==> src/rtl/or1200_except_sched.sv <==
// OR1200 exception scheduler: fixed-priority trigger pick, EPCR capture and the flush/drain/resume sequence.
// Optional OR1200_EXCEPT_SCHED_TRAP_FAST_EN lets a TRAP go from FLUSH straight back to IDLE on fetch ack.
//
// state  | meaning
// IDLE   | sampling triggers; no exception in flight
// FLUSH  | pipeline flush requested; waiting for instruction-bus ack
// DRAIN  | fixed settle of FLUSH_CYCLES cycles
// RESUME | waiting for the pipeline to release its stall
module or1200_except_sched #(
    parameter int FLUSH_CYCLES = 3
) (
    input  logic        clk,
    input  logic        rst,
    input  logic [13:0] trig_i,
    input  logic [13:0] mask_i,
    input  logic        dslot_i,
    input  logic [31:0] pc_id_i,
    input  logic [31:0] pc_ex_i,
    input  logic [31:0] pc_wb_i,
    input  logic        fetch_ack_i,
    input  logic        pipe_stall_i,
    output logic        flush_o,
    output logic [3:0]  except_type_o,
    output logic [31:0] epcr_o,
    output logic        epcr_we_o,
    output logic        busy_o
);

`ifdef OR1200_EXCEPT_SCHED_TRAP_FAST_EN
    localparam bit TRAP_FAST = 1'b1;
`else
    localparam bit TRAP_FAST = 1'b0;
`endif

    localparam logic [3:0] TYPE_TRAP = 4'he;

    typedef enum logic [1:0] {
        IDLE   = 2'd0,
        FLUSH  = 2'd1,
        DRAIN  = 2'd2,
        RESUME = 2'd3
    } state_t;

    state_t      state;
    logic [3:0]  cnt;
    logic [13:0] req;
    logic [3:0]  win;
    logic [3:0]  win_type;
    logic        ex_class;
    logic [31:0] epc_sel;

    assign req = trig_i & mask_i & 14'h3ffe;

    // Later (higher) indices override earlier ones, so the highest set bit wins.
    always_comb begin
        win = 4'd0;
        for (int i = 1; i < 14; i++) begin
            if (req[i]) win = 4'(i);
        end
    end

    always_comb begin
        win_type = 4'h0;
        ex_class = 1'b0;
        case (win)
            4'd13: begin win_type = 4'h2; ex_class = 1'b1; end
            4'd12: win_type = 4'h4;
            4'd11: win_type = 4'ha;
            4'd10: begin win_type = 4'h7; ex_class = 1'b1; end
            4'd9:  begin win_type = 4'h6; ex_class = 1'b1; end
            4'd8:  begin win_type = 4'h9; ex_class = 1'b1; end
            4'd7:  begin win_type = 4'he; ex_class = 1'b1; end
            4'd6:  win_type = 4'hc;
            4'd5:  begin win_type = 4'h3; ex_class = 1'b1; end
            4'd4:  begin win_type = 4'hb; ex_class = 1'b1; end
            4'd3:  win_type = 4'hd;
            4'd2:  win_type = 4'h8;
            4'd1:  win_type = 4'h5;
            default: begin win_type = 4'h0; ex_class = 1'b0; end
        endcase
    end

    always_comb begin
        epc_sel = pc_id_i;
        if (dslot_i)       epc_sel = pc_wb_i;
        else if (ex_class) epc_sel = pc_ex_i;
    end

    always_ff @(posedge clk or negedge rst) begin
        if (!rst) begin
            state         <= IDLE;
            cnt           <= 4'd0;
            except_type_o <= 4'h0;
            epcr_o        <= 32'h0;
            epcr_we_o     <= 1'b0;
        end else begin
            epcr_we_o <= 1'b0;
            case (state)
                IDLE: begin
                    if (req != 14'h0) begin
                        state         <= FLUSH;
                        except_type_o <= win_type;
                        epcr_o        <= epc_sel;
                        epcr_we_o     <= 1'b1;
                    end
                end
                FLUSH: begin
                    if (fetch_ack_i) begin
                        if (TRAP_FAST && except_type_o == TYPE_TRAP) begin
                            state         <= IDLE;
                            except_type_o <= 4'h0;
                        end else begin
                            state <= DRAIN;
                            cnt   <= 4'(FLUSH_CYCLES - 1);
                        end
                    end
                end
                DRAIN: begin
                    if (cnt == 4'd0) state <= RESUME;
                    else             cnt   <= cnt - 4'd1;
                end
                RESUME: begin
                    if (!pipe_stall_i) begin
                        state         <= IDLE;
                        except_type_o <= 4'h0;
                    end
                end
                default: state <= IDLE;
            endcase
        end
    end

    assign flush_o = (state == FLUSH);
    assign busy_o  = (state != IDLE);

endmodule

==> config.mk <==
export PLATFORM = sky130hd
export DESIGN_NAME = or1200_except_sched
export DESIGN_NICKNAME = d
export VERILOG_FILES = /design/src/rtl/or1200_except_sched.sv
export SDC_FILE = /design/constraint.sdc
export NUM_CORES = 1
export LEC_CHECK = 0
export BUFFER_PORTS_ARGS = -buffer_cell sky130_fd_sc_hd__buf_4
export CORE_MARGIN = 3
export CORE_UTILIZATION = 29
export CTS_CLUSTER_SIZE = 28
export DETAILED_ROUTE_END_ITERATION = 6
export SYNTH_ARGS = -nofsm -noshare
export SYNTH_HDL_FRONTEND = slang
export SYNTH_SLANG_ARGS = --single-unit
==> constraint.sdc <==
create_clock -name clk -period 4.56 [get_ports clk]
set_input_delay 0.228 -clock clk [delete_from_list [all_inputs] [get_ports clk]]
set_output_delay 0.228 -clock clk [all_outputs]
set_load 0.005 [all_outputs]
Yosys cells after proc, flatten, opt, wreduce, memory -nomap -nowiden
Cells that the tools add are included.
Cells by class
  bitwise logic cells: 1
  reduce and logical (&&, ||, !) cells: 11
  mux-type cells: 30
  eq/ne operators: 21
  add/subtract/negate cells: 1
Operators with widths (number)
  $mux W32: 2
  $mux W4: 14
  $pmux W4 S13: 1
  $eq A4 B4 Y1 const B: 6
  $eq A4 B3 Y1 const B: 4
  $pmux W4 S2: 2
  $and A14 B14 Y14: 1
  $reduce_bool A14 Y1: 1
  $mux W2: 6
  $ne A2 B2 Y1 const B: 5
  $eq A4 B2 Y1 const B: 2
  $pmux W2 S4: 1
  $reduce_or A7 Y1: 1
  $reduce_and A3 Y1: 2
  $reduce_bool A2 Y1: 3
  $eq A2 B2 Y1 const B: 2
  $eq A4 B1 Y1 const B: 1
  $logic_not A4 Y1: 1
  $mux W1: 4
  $reduce_and A4 Y1: 1
  $sub A4 B1 Y4 const B: 1
  $eq A2 B1 Y1 const B: 1
  $logic_not A2 Y1: 1
  $reduce_and A2 Y1: 1
Storage, ports and cells
  output and inout port bits: 39
  bits in registers: 43
  input port bits: 129

Depth between registers and ports, before layout
  word-level depth: 19
  depth in mapped cells: 9

Worst setup path before layout
Ideal clock, no wire load.
  path kind: register -> register
  from: register state[0]
  to: register cnt[3]
  data required time: 4433 ps
  cell stages (with the launch flop): 8
  slack: 2814 ps
  data arrival time: 1619 ps
  path through: dfrtp_1 > inv_1 > ha_1 > a21boi_0 > nand2_1 > nor4_1 > xnor2_1 > a21oi_1
On the way
  cells in the longest elaborated chain, start to end: 3
RTL lines
  start, declared: line 44  | state_t state;
  start signal, assigned: line 91  | state <= IDLE;
  start signal, assigned: line 101  | state <= FLUSH;
  start signal, assigned: line 110  | state <= IDLE;
  $eq A2 B2 Y1 or $eq A2 B1 Y1 (tied branches): line 98  | case (state)
  $ne A2 B2 Y1 (no line) or $reduce_bool A2 Y1 (tied branches)
  $reduce_and A3 Y1 (no line)
  end signal, assigned: line 114  | cnt <= 4'(FLUSH_CYCLES - 1);
  end signal, assigned: line 120  | else cnt <= cnt - 4'd1;
  end, declared: line 45  | logic [3:0] cnt;
Several ways; a longest one is shown, not always the timed one.
A chain may end at the register's enable or synchronous reset.

Worst setup path in the final report
  from: input trig_i[9]
  to: register epcr_o[1]
On the way
  cells in the longest elaborated chain, start to end: 11
RTL lines
  start, declared: line 14  | input logic [13:0] trig_i,
  $and A14 B14 Y14 (*): line 52  | assign req = trig_i & mask_i & 14'h3ffe;
  $mux W4 (5 in a row): line 58  | if (req[i]) win = 4'(i);
  $eq A4 B3 Y1 or $eq A4 B4 Y1 (tied branches): line 65  | case (win)
  $reduce_or A7 Y1 (no line)
  $mux W1: line 65
  $mux W32: line 86  | else if (ex_class) epc_sel = pc_ex_i;
  $mux W32: line 85  | if (dslot_i) epc_sel = pc_wb_i;
  end signal, assigned: line 103  | epcr_o <= epc_sel;
  end, declared: line 24  | output logic [31:0] epcr_o,
Every way passes the cells marked *; elsewhere a longest branch is shown, timed or not.

==> results.sh <==
export IMPL_synth_edff_count=0
export IMPL_grt_max_degree=45
export IMPL_drc_errors=0
export IMPL_crit_end="epcr_o[1]"
export IMPL_synth_fa_ha_area_frac=0.02574
export IMPL_path_class="in -> reg"
export IMPL_grt_ovfl_total=0
export IMPL_p_per_area_nw_per_um2=493.1
export IMPL_critical_path_depth=8
export IMPL_cp_num_buf_inv=2
export IMPL_clkLatencyLatePin_ps=290
export IMPL_p_total_uw=2133
export IMPL_rsz0062_at_grt="false"
export IMPL_fin_crit_ps=2383
export IMPL_cts_buffers=5
export IMPL_finalSetupTns_ps=0
export IMPL_fill_cells=984
export IMPL_post_cts_buffers=0
export IMPL_gp_congestion=0.7712
export IMPL_numPortBuffers=165
export IMPL_antenna_found_initial=0
export IMPL_core_rowCount=35
export IMPL_cts_tree="yes"
export IMPL_grt_total_usage=0.1735
export IMPL_via_per_inst=5.235
export IMPL_cts_root_buf="clkbuf_8"
export IMPL_clkTransAtPathRegs_ps=80
export IMPL_p_leak_uw=0.002113
export IMPL_dieHeight_um=106.3
export IMPL_post_drt_wl_per_cell_um=15.79
export IMPL_first_global_vias=3171
export IMPL_dieArea_um2=11300
export IMPL_worstMarginPinSlew_ps=984.4
export IMPL_layout_common_cells="168 x buf_4, 69 x a21oi_1, 43 x dfrtp_1"
export IMPL_antenna_left=0
export IMPL_synth_ff_type="dfrtp_1"
export IMPL_synth_top_area_share=0.3689
export IMPL_worstSetupEndpointType="flip-flop"
export IMPL_cts_sinks=43
export IMPL_final_common_cell="buf_4"
export IMPL_via_count=3424
export IMPL_required_ps=4720
export IMPL_dr_pass1_iters=4
export IMPL_ff2ff_path_depth=7
export IMPL_ys_seq_area_frac=0.3689
export IMPL_hpwl_mm=7.477
export IMPL_relSlewSlack=0.3421
export IMPL_synth_compound_area_frac=0.3664
export IMPL_max_cap_violations=0
export IMPL_cp_top_family="compound AO/OA/AOI/OAI gates"
export IMPL_outcome="completed"
export IMPL_n_antenna_cell=0
export IMPL_drive_gt1_frac=0.3562
export IMPL_critPathMaxFanout=44
export IMPL_cts_max_path_buffers=2
export IMPL_path_cells="buf_4 > a22oi_1 > nand3_1 > o21ai_4 > buf_4 > a21oi_1 > a21oi_1 > a31oi_1"
export IMPL_grt_pass1_wl_mm=15.99
export IMPL_start_kind="input port"
export IMPL_reg2reg_to="epcr_o[1]"
export IMPL_finalHoldViolCount=0
export IMPL_core_area_um2=9503
export IMPL_synth_net_count=509
export IMPL_setup_violations=0
export IMPL_cpMaxStageDelayCell="o21ai_4"
export IMPL_yosys_warnings=0
export IMPL_synth_top_family_by_area="compound AO/OA/AOI/OAI gates"
export IMPL_synth_avg_cell_area_um2=7.798
export IMPL_timing_final_ws_setup_ps=2177
export IMPL_syn2layout_area_growth_pct=48.31
export IMPL_ys_ff_latch=43
export IMPL_drt_total_wl_mm=10.33
export IMPL_crit_path_max_incr_delay_ps=610
export IMPL_hold_class="in -> reg"
export IMPL_dp_slack_ps=1846
export IMPL_rrSetupSlack_ps=2480
export IMPL_ys_types=43
export IMPL_drt_iter0_markers=150
export IMPL_yosys_mux_area_fraction=0
export IMPL_pin_count=168
export IMPL_synth_area_leaders="dfrtp_1 37%, a21oi_1 12%, a31oi_1 7.3%"
export IMPL_clock_skew_ps=3.396
export IMPL_crit_arrival_ps=2540
export IMPL_cts_max_level=2
export IMPL_slew_viol_final=0
export IMPL_area_sequential_um2=1076
export IMPL_initial_utilization=0.3069
export IMPL_synth_top_cell_by_area="dfrtp_1"
export IMPL_synth_area_um2=2917
export IMPL_post_route_period_util=0.5226
export IMPL_async_reset_ff_frac=1.000
export IMPL_multiInputGateArea_um2=1551
export IMPL_synth_simple_area_share=0.1300
export IMPL_netlist_instances=374
export IMPL_layout_nets=659
export IMPL_fmax_mhz=419.6
export IMPL_crit_start="trig_i[9]"
export IMPL_synth_xor_area_frac=0.003003
export IMPL_r2r_start="state[0]"
export IMPL_peakVddDrop_mv=0.1407
export IMPL_die_x_um=106.3
sequential cells by signal, summed over array words and instances, names as in the netlist:
name / flops
cnt: 4
state: 2
epcr_we_o: 1
epcr_o: 32
except_type_o: 4
Yosys cell counts (6+ instances only):
master	count
a21oi_1	69
dfrtp_1	43
inv_1	40
nand3_1	38
o21ai_0	35
a31oi_1	34
nand2_1	22
buf_2	13
o21ai_1	10
nor2_1	7
clkbuf_1	6
ha_1	6
stage by stage:
step	hold WS [ps]	instances	area [µm²]	util
4_1_cts	122.4	653	4310	0.4536
5_1_grt	129.3	654	4325	0.4552
3_3_place_gp	271.5	644	4200	0.4420
3_5_place_dp	277.6	644	4200	0.4420
6_report	134.6	654	4325	0.4552
2_1_floorplan	-67.59	374	2917	-
per-layer routing:
metal | global-route usage | share of wire | up-vias
met2 | 0.3050 | 0.49 | 140
met1 | 0.2216 | 0.42 | 1621
li1 | - | - | 1657
met4 | 0.03793 | 0.0075 | 0
met5 | 0 | 0 | -
met3 | 0.03036 | 0.080 | 6
cell families after synthesis:
family,after synthesis
buf+inv,67
flops,43
fa+ha+maj,6
xor+xnor,1
compound gates,177
simple gates,80
worst min-delay path by stage:
stage                     slack, ps         from  depth (start not counted)          endpoint
final                           130  fetch_ack_i                          2            cnt[3]
after detailed placement        280          rst                          1  except_type_o[2]
after floorplan                 -70          rst                          0            cnt[0]
after CTS                       120  fetch_ack_i                          2            cnt[3]
after global routing            130  fetch_ack_i                          2            cnt[3]
after global placement          270          rst                          1  except_type_o[2]
report_power, final:
part           switching [µW]  leakage, µW  internal [µW]
Sequential                112     0.000526            574
Combinational             598      0.00153            576
Clock                     135    0.0000515            139
Total                     845      0.00211           1290
area by class of cell:
type / count / area share
multi-input cells: 264 / 0.3587
repair buffers: 170 / 0.2974
flip-flops and latches: 43 / 0.2488
well taps: 129 / 0.03732
inverters: 40 / 0.03471
clock buffers: 8 / 0.02314
timing repair:
action / 4_1_cts / 5_1_grt
endpoints found under the hold margin: 43 / 0
resized for setup: 0 / 0
hold buffers: 1 / 0
Power figures use the tool's default switching activity.
